## src/rtl/canny_pkg.sv

```systemverilog
// Shared constants for the edge pipeline: pixel/angle widths and the
// scan-controller state encodings.
package canny_pkg;

   localparam int PIX_W   = 5;
   localparam int ANGLE_W = 2;

   typedef logic [2:0] state_t;

   localparam state_t S_IDLE  = 3'd0;
   localparam state_t S_ROW   = 3'd1;
   localparam state_t S_DRAIN = 3'd2;
   localparam state_t S_GAP   = 3'd3;
   localparam state_t S_DONE  = 3'd4;

endpackage

```

## src/rtl/nonmax_addr_gen.sv

```systemverilog
// Address generator for the nonMax scan: keeps the row base (row*IMG_W) and
// the column counter, and forms the three read addresses plus the write
// address of the current interior result.
module nonmax_addr_gen #(
   parameter int IMG_W = 102,
   parameter int AW    = 14,
   parameter int CW    = 7
) (
   input  logic          clk,
   input  logic          rst,
   input  logic          frame_start,
   input  logic          row_next,
   input  logic          col_step,
   input  logic [CW-1:0] wr_offset,
   output logic          col_last,
   output logic [AW-1:0] rd_addr0,
   output logic [AW-1:0] rd_addr1,
   output logic [AW-1:0] rd_addr2,
   output logic [AW-1:0] wr_addr
);

   localparam logic [AW-1:0] ROW_STEP = AW'(IMG_W);
   localparam logic [CW-1:0] COL_LAST = CW'(IMG_W - 1);

   logic [AW-1:0] row_base;
   logic [CW-1:0] col;

   // Row base advances by one image width per row; no multiplier needed.
   always_ff @(posedge clk or posedge rst) begin
      if (rst) begin
         row_base <= ROW_STEP;
         col      <= '0;
      end else if (frame_start) begin
         row_base <= ROW_STEP;
         col      <= '0;
      end else if (row_next) begin
         row_base <= row_base + ROW_STEP;
         col      <= '0;
      end else if (col_step) begin
         col <= col_last ? '0 : col + 1'b1;
      end
   end

   assign col_last = (col == COL_LAST);
   assign rd_addr1 = row_base + AW'(col);
   assign rd_addr0 = rd_addr1 - ROW_STEP;
   assign rd_addr2 = rd_addr1 + ROW_STEP;
   // Results cover interior columns only, so the first one lands at col 1.
   assign wr_addr  = row_base + AW'(wr_offset) + AW'(1);

endmodule

```

## src/rtl/nonmax_scan_ctrl.sv

```systemverilog
// Raster-scan sequencer for the nonMax stage: streams 3-row column triples
// of interior rows into nonMax and writes each nonMax result to the edge
// buffer at its interior (row, col) address.
module nonmax_scan_ctrl #(
   parameter int IMG_W = 102,
   parameter int IMG_H = 102,
   parameter int PIX_W = canny_pkg::PIX_W,
   parameter int AW    = $clog2(IMG_W * IMG_H)
) (
   input  logic                          clk_p_i,
   input  logic                          reset_p_i,
   input  logic                          start_i,
   output logic                          busy_o,
   output logic                          done_o,
   output logic                          err_o,
   output logic                          rd_en_o,
   output logic [AW-1:0]                 rd_addr0_o,
   output logic [AW-1:0]                 rd_addr1_o,
   output logic [AW-1:0]                 rd_addr2_o,
   input  logic [PIX_W-1:0]              rd_pix0_i,
   input  logic [PIX_W-1:0]              rd_pix1_i,
   input  logic [PIX_W-1:0]              rd_pix2_i,
   input  logic [canny_pkg::ANGLE_W-1:0] rd_ang_i,
   output logic                          nm_enable_o,
   output logic [PIX_W-1:0]              nm_pixel0_o,
   output logic [PIX_W-1:0]              nm_pixel1_o,
   output logic [PIX_W-1:0]              nm_pixel2_o,
   output logic [canny_pkg::ANGLE_W-1:0] nm_angle_o,
   input  logic [PIX_W-1:0]              nm_pixel_i,
   input  logic                          nm_readable_i,
   output logic                          wr_en_o,
   output logic [AW-1:0]                 wr_addr_o,
   output logic [PIX_W-1:0]              wr_data_o
);

   import canny_pkg::*;

   localparam int CW = $clog2(IMG_W);
   localparam int RW = $clog2(IMG_H);

   localparam logic [CW-1:0] CNT_LAST  = CW'(IMG_W - 2);
   localparam logic [RW-1:0] ROW_FIRST = RW'(1);
   localparam logic [RW-1:0] ROW_LAST  = RW'(IMG_H - 2);

   state_t        state;
   logic [RW-1:0] row;
   logic [CW-1:0] count;
   logic          nm_en_q;
   logic          err_q;
   logic          frame_start;
   logic          row_next;
   logic          col_last;
   logic          wr_ok;
   logic [AW-1:0] addr0;
   logic [AW-1:0] addr1;
   logic [AW-1:0] addr2;
   logic [AW-1:0] waddr;

   assign frame_start = (state == S_IDLE) && start_i;
   assign row_next    = (state == S_GAP) && (row < ROW_LAST);
   assign rd_en_o     = (state == S_ROW);
   assign wr_ok       = nm_readable_i && (count < CNT_LAST) &&
                        ((state == S_ROW) || (state == S_DRAIN));

   nonmax_addr_gen #(
      .IMG_W (IMG_W),
      .AW    (AW),
      .CW    (CW)
   ) u_addr_gen (
      .clk         (clk_p_i),
      .rst         (reset_p_i),
      .frame_start (frame_start),
      .row_next    (row_next),
      .col_step    (rd_en_o),
      .wr_offset   (count),
      .col_last    (col_last),
      .rd_addr0    (addr0),
      .rd_addr1    (addr1),
      .rd_addr2    (addr2),
      .wr_addr     (waddr)
   );

   // Frame sequencing, result counting, sticky error and nonMax enable delay.
   always_ff @(posedge clk_p_i or posedge reset_p_i) begin
      if (reset_p_i) begin
         state   <= S_IDLE;
         row     <= ROW_FIRST;
         count   <= '0;
         nm_en_q <= 1'b0;
         err_q   <= 1'b0;
      end else begin
         nm_en_q <= rd_en_o;
         if (wr_ok) count <= count + 1'b1;
         if (nm_readable_i && !wr_ok) err_q <= 1'b1;
         case (state)
            S_IDLE: begin
               if (start_i) begin
                  state <= S_ROW;
                  row   <= ROW_FIRST;
                  count <= '0;
                  err_q <= 1'b0;
               end
            end
            S_ROW:   if (col_last) state <= S_DRAIN;
            S_DRAIN: if (count == CNT_LAST) state <= S_GAP;
            S_GAP: begin
               if (row < ROW_LAST) begin
                  state <= S_ROW;
                  row   <= row + 1'b1;
                  count <= '0;
               end else begin
                  state <= S_DONE;
               end
            end
            S_DONE:  state <= S_IDLE;
            default: state <= S_IDLE;
         endcase
      end
   end

   assign busy_o = (state != S_IDLE);
   assign done_o = (state == S_DONE);
   assign err_o  = err_q;

   // Address/data outputs are gated by their strobes so they read 0 when idle.
   assign rd_addr0_o  = rd_en_o ? addr0 : '0;
   assign rd_addr1_o  = rd_en_o ? addr1 : '0;
   assign rd_addr2_o  = rd_en_o ? addr2 : '0;
   assign nm_enable_o = nm_en_q;
   assign nm_pixel0_o = nm_en_q ? rd_pix0_i : '0;
   assign nm_pixel1_o = nm_en_q ? rd_pix1_i : '0;
   assign nm_pixel2_o = nm_en_q ? rd_pix2_i : '0;
   assign nm_angle_o  = nm_en_q ? rd_ang_i  : '0;
   assign wr_en_o     = wr_ok;
   assign wr_addr_o   = wr_ok ? waddr : '0;
   assign wr_data_o   = wr_ok ? nm_pixel_i : '0;

endmodule
```

## config.mk

```make
export PLATFORM = sky130hd
export DESIGN_NAME = nonmax_scan_ctrl
export DESIGN_NICKNAME = d
export VERILOG_FILES = /design/src/rtl/canny_pkg.sv /design/src/rtl/nonmax_addr_gen.sv /design/src/rtl/nonmax_scan_ctrl.sv
export SDC_FILE = /design/constraint.sdc
export NUM_CORES = 1
export LEC_CHECK = 0
export CAP_MARGIN = 0
export CORE_ASPECT_RATIO = 1.75
export CORE_MARGIN = 2
export CORE_UTILIZATION = 40
export CTS_CLUSTER_SIZE = 24
export DETAILED_ROUTE_END_ITERATION = 8
export PLACE_DENSITY = 0.71
export SYNTH_ARGS = -nofsm -noshare
export SYNTH_HDL_FRONTEND = slang
export SYNTH_SLANG_ARGS = --single-unit
```

## constraint.sdc

```tcl
create_clock -name clk_p_i -period 5.25 [get_ports clk_p_i]
set_input_delay 0.525 -clock clk_p_i [delete_from_list [all_inputs] [get_ports clk_p_i]]
set_output_delay 0.525 -clock clk_p_i [all_outputs]
set_load 0.02 [all_outputs]
```

==> results.yml <==
placed_design:
  dpl_worst_slack_ns: 1.54
  gp_congestion: 0.880
  detailed_place_hpwl_um: 7760
  quantity_of_i_o_buffers_inserted_on_ports: 109
clocking:
  clk_latency_ns: 0.29
  cts.sinks: 39
  holdBufCountCts: 0
  cts_buffer_depth: 2
  cts_htree_levels: 2
  cts_root_buf: "clkbuf_16"
  tritoncts.num_buffers: 5
  path_clk_slew_ns: 0.06
  ctsResizeCount: 0
  post_cts_buffers: 0
  tritoncts: "yes"
finish:
  footprint_of_the_flip_flops_and_latches_um2: 982
  area_growth_syn_to_layout_pct: 36.5
  fin_nets: 599
  fraction_of_layout_instances_using_a_drive_strength_above_1_pct: 6.90
  n_fill_cell: 794
  n_antenna_cell: 0
  mostFrequentLayoutCell: "clkdlybuf4s50_1"
  multi_input_area_mm2: 0.00243
  layout_common_cells: "clkdlybuf4s50_1, nor2_1, nand2_1, dfrtp_1"
logic_synthesis:
  yosysUniqueCellTypes: 62
  synth_cells: 453
  netlist_top_cells_area: "dfrtp_1, nor2_1, ha_1, xor2_1, xnor2_1"
  postSynthAreaPerCell_um2: 7.96
  yosysWarningCount: 0
  syn_area_mm2: 0.00361
  synthesized_net_count: 502
  asyncSetResetFlopFracSynth_pct: 100
  yosys_top_cell_by_area: "dfrtp_1"
  ys.flop_type: "dfrtp_1"
  postSynthRegisterBits: 39
  synth_largest_type_area_fraction_pct: 23.6
  seq_total_area_yosys_pct: 27.2
  count_of_flip_flops_with_a_built_in_enable_after_synthesis: 0
detailed_routing:
  routed_wire_length_per_instance_um: 14.4
  initialDrtViolationCount: 92
  via_per_inst: 5.17
  routed_wl_um: 9650
  route.vias.total: 3455
  first_pass_iters: 4
  ant_nets: 0
  drc_errors: 0
critical_path:
  first_element_of_the_critical_path: "u_addr_gen.row_base[2]"
  critPathLaunchType: "register"
  timing.setup.critical_path_class: "register to output port"
  crit_fanout: 5
  worst_setup_path_end_kind: "output port"
  worstPathRequired_ns: 4.72
  regToRegStartpoint: "count[2]"
  critPathArrivalTime_ns: 3.54
timing:
  postLayoutSetupSlackWorst_ns: 1.19
  worstMarginPinSlew_ns: 0.907
  timing.max_slew.rel_slack_pct: 38.7
  rsz0062_at_grt: "no"
  max_freq_ghz: 0.246
  maxSlewViolCount: 0
  hold_viol_final: 0
  finalCriticalPeriod_ns: 4.06
  setup-tns-final_ns: 0
  timing.clock.skew_ns: 0.00317
  report.final.setup_viol: 0
  final_min_period_over_clock_period_pct: 77.4
grt:
  globalRoute.totalOverflow: 0
  antenna_violations_before_repair: 0
  grt_use_total_pct: 21.2
  grt_max_degree: 40
  first_global_vias: 3344
  grt_first_pass_wirelength_um: 16100
die:
  die_y_um: 130
  placementRows: 45
  fp.coreArea_mm2: 0.00873
  num_io_pins: 110
  die_width_um: 75.8
  die_outline_area_mm2: 0.00982
  initial_utilization_pct: 41.3
worst_hold_path:
  min-delay-path-class: "register to register"
  hold_start: "err_o"
outcome:
  run_status: "finished clean"
job:
  max-cap-violations: 0
-- worst max-delay path, stage by stage, from the launching register on --
cell and delay (ns):
dfstp_2 0.57, ha_1 0.32, a211oi_2 0.31, nor3b_1 0.14
nor4_1 0.49, nor3_1 0.17, nor3_2 0.25, nand4_1 0.16
mux2i_1 0.21, clkdlybuf4s50_1 0.62
-- Yosys cell counts, types with 3 or more instances --
| cell type | n |
|---|---|
| inv_1 | 18 |
| xor2_1 | 30 |
| dfrtp_1 | 34 |
| a21o_1 | 4 |
| clkbuf_1 | 10 |
| nand2_1 | 37 |
| a31oi_1 | 4 |
| o211ai_1 | 3 |
| and2_1 | 30 |
| buf_2 | 8 |
| nand2b_1 | 8 |
| ha_1 | 22 |
| o21a_1 | 3 |
| or3_1 | 4 |
| nand4_1 | 8 |
| nor2_1 | 78 |
| dfstp_2 | 5 |
| a21oi_1 | 27 |
| o22ai_1 | 3 |
| xnor2_1 | 23 |
| nor3_1 | 10 |
| o21ai_0 | 15 |
| nand3_1 | 7 |
| and3_1 | 4 |
| nor3b_1 | 6 |
| buf_4 | 4 |
| mux2i_1 | 4 |
-- flip-flops by register name, summed over array words and instances (netlist names) --
register	flops
count	7
nm_enable_o	1
state	3
row	7
u_addr_gen.col	7
u_addr_gen.row_base	13
err_o	1
-- cells by family (layout without fill, tap and decap cells) --
| group | Yosys count | in the layout | share of synthesized area, % |
|---|---|---|---|
| flops | 39 | 39 | 27.2 |
| fa+ha+maj | 23 | 23 | 8.19 |
| xor+xnor | 56 | 56 | 14.5 |
| mux | 4 | 4 | 1.11 |
| simple gates | 208 | 208 | 28.5 |
| buf+inv | 42 | 140 | 5.27 |
| compound gates | 81 | 81 | 15.2 |
-- path summary, 6_finish.rpt --
check	depth (start not counted)	slack, ns	end
setup / recovery	9	1.19	rd_addr2_o[13]
hold reg to reg	2	0.50	err_o
min in group asynchronous	3	0.65	row[4]
setup reg to reg	7	2.52	count[5]
max in group asynchronous	3	4.22	u_addr_gen.row_base[2]
hold / removal	2	0.50	err_o
-- metal layers --
layer / GRT usage [%] / part of all wire [%] / up-vias / routed length (µm)
li1: - / - / 1725 / -
met1: 23.8 / 39 / 1607 / 3720
met2: 37.9 / 54 / 96 / 5210
met3: 2.88 / 3.4 / 27 / 329
met4: 10.2 / 4.0 / 0 / 388
met5: 0 / 0 / - / 0
-- stage by stage --
stage / util [%] / std cells / instance area, µm² / hold WS, ns
2_1_floorplan: - / 453 / 3610 / 0.483
3_3_place_gp: 54.5 / 660 / 4760 / 0.493
3_5_place_dp: 54.5 / 660 / 4760 / 0.489
4_1_cts: 56.4 / 668 / 4920 / 0.505
5_1_grt: 56.4 / 668 / 4920 / 0.516
6_report: 56.4 / 668 / 4920 / 0.502
-- cell type report --
| class | count | share of cell area [%] |
|---|---|---|
| Multi-Input combinational cell | 372 | 49.4 |
| Timing Repair Buffer | 113 | 22.8 |
| Sequential cell | 39 | 19.9 |
| Tap cell | 117 | 2.97 |
| Clock buffer | 5 | 2.54 |
| Inverter | 19 | 1.45 |
| Clock inverter | 3 | 0.889 |
Power is left out: the tool's default activity adds up to more than one toggle a clock period on the data nets, which glitch-free logic cannot reach.
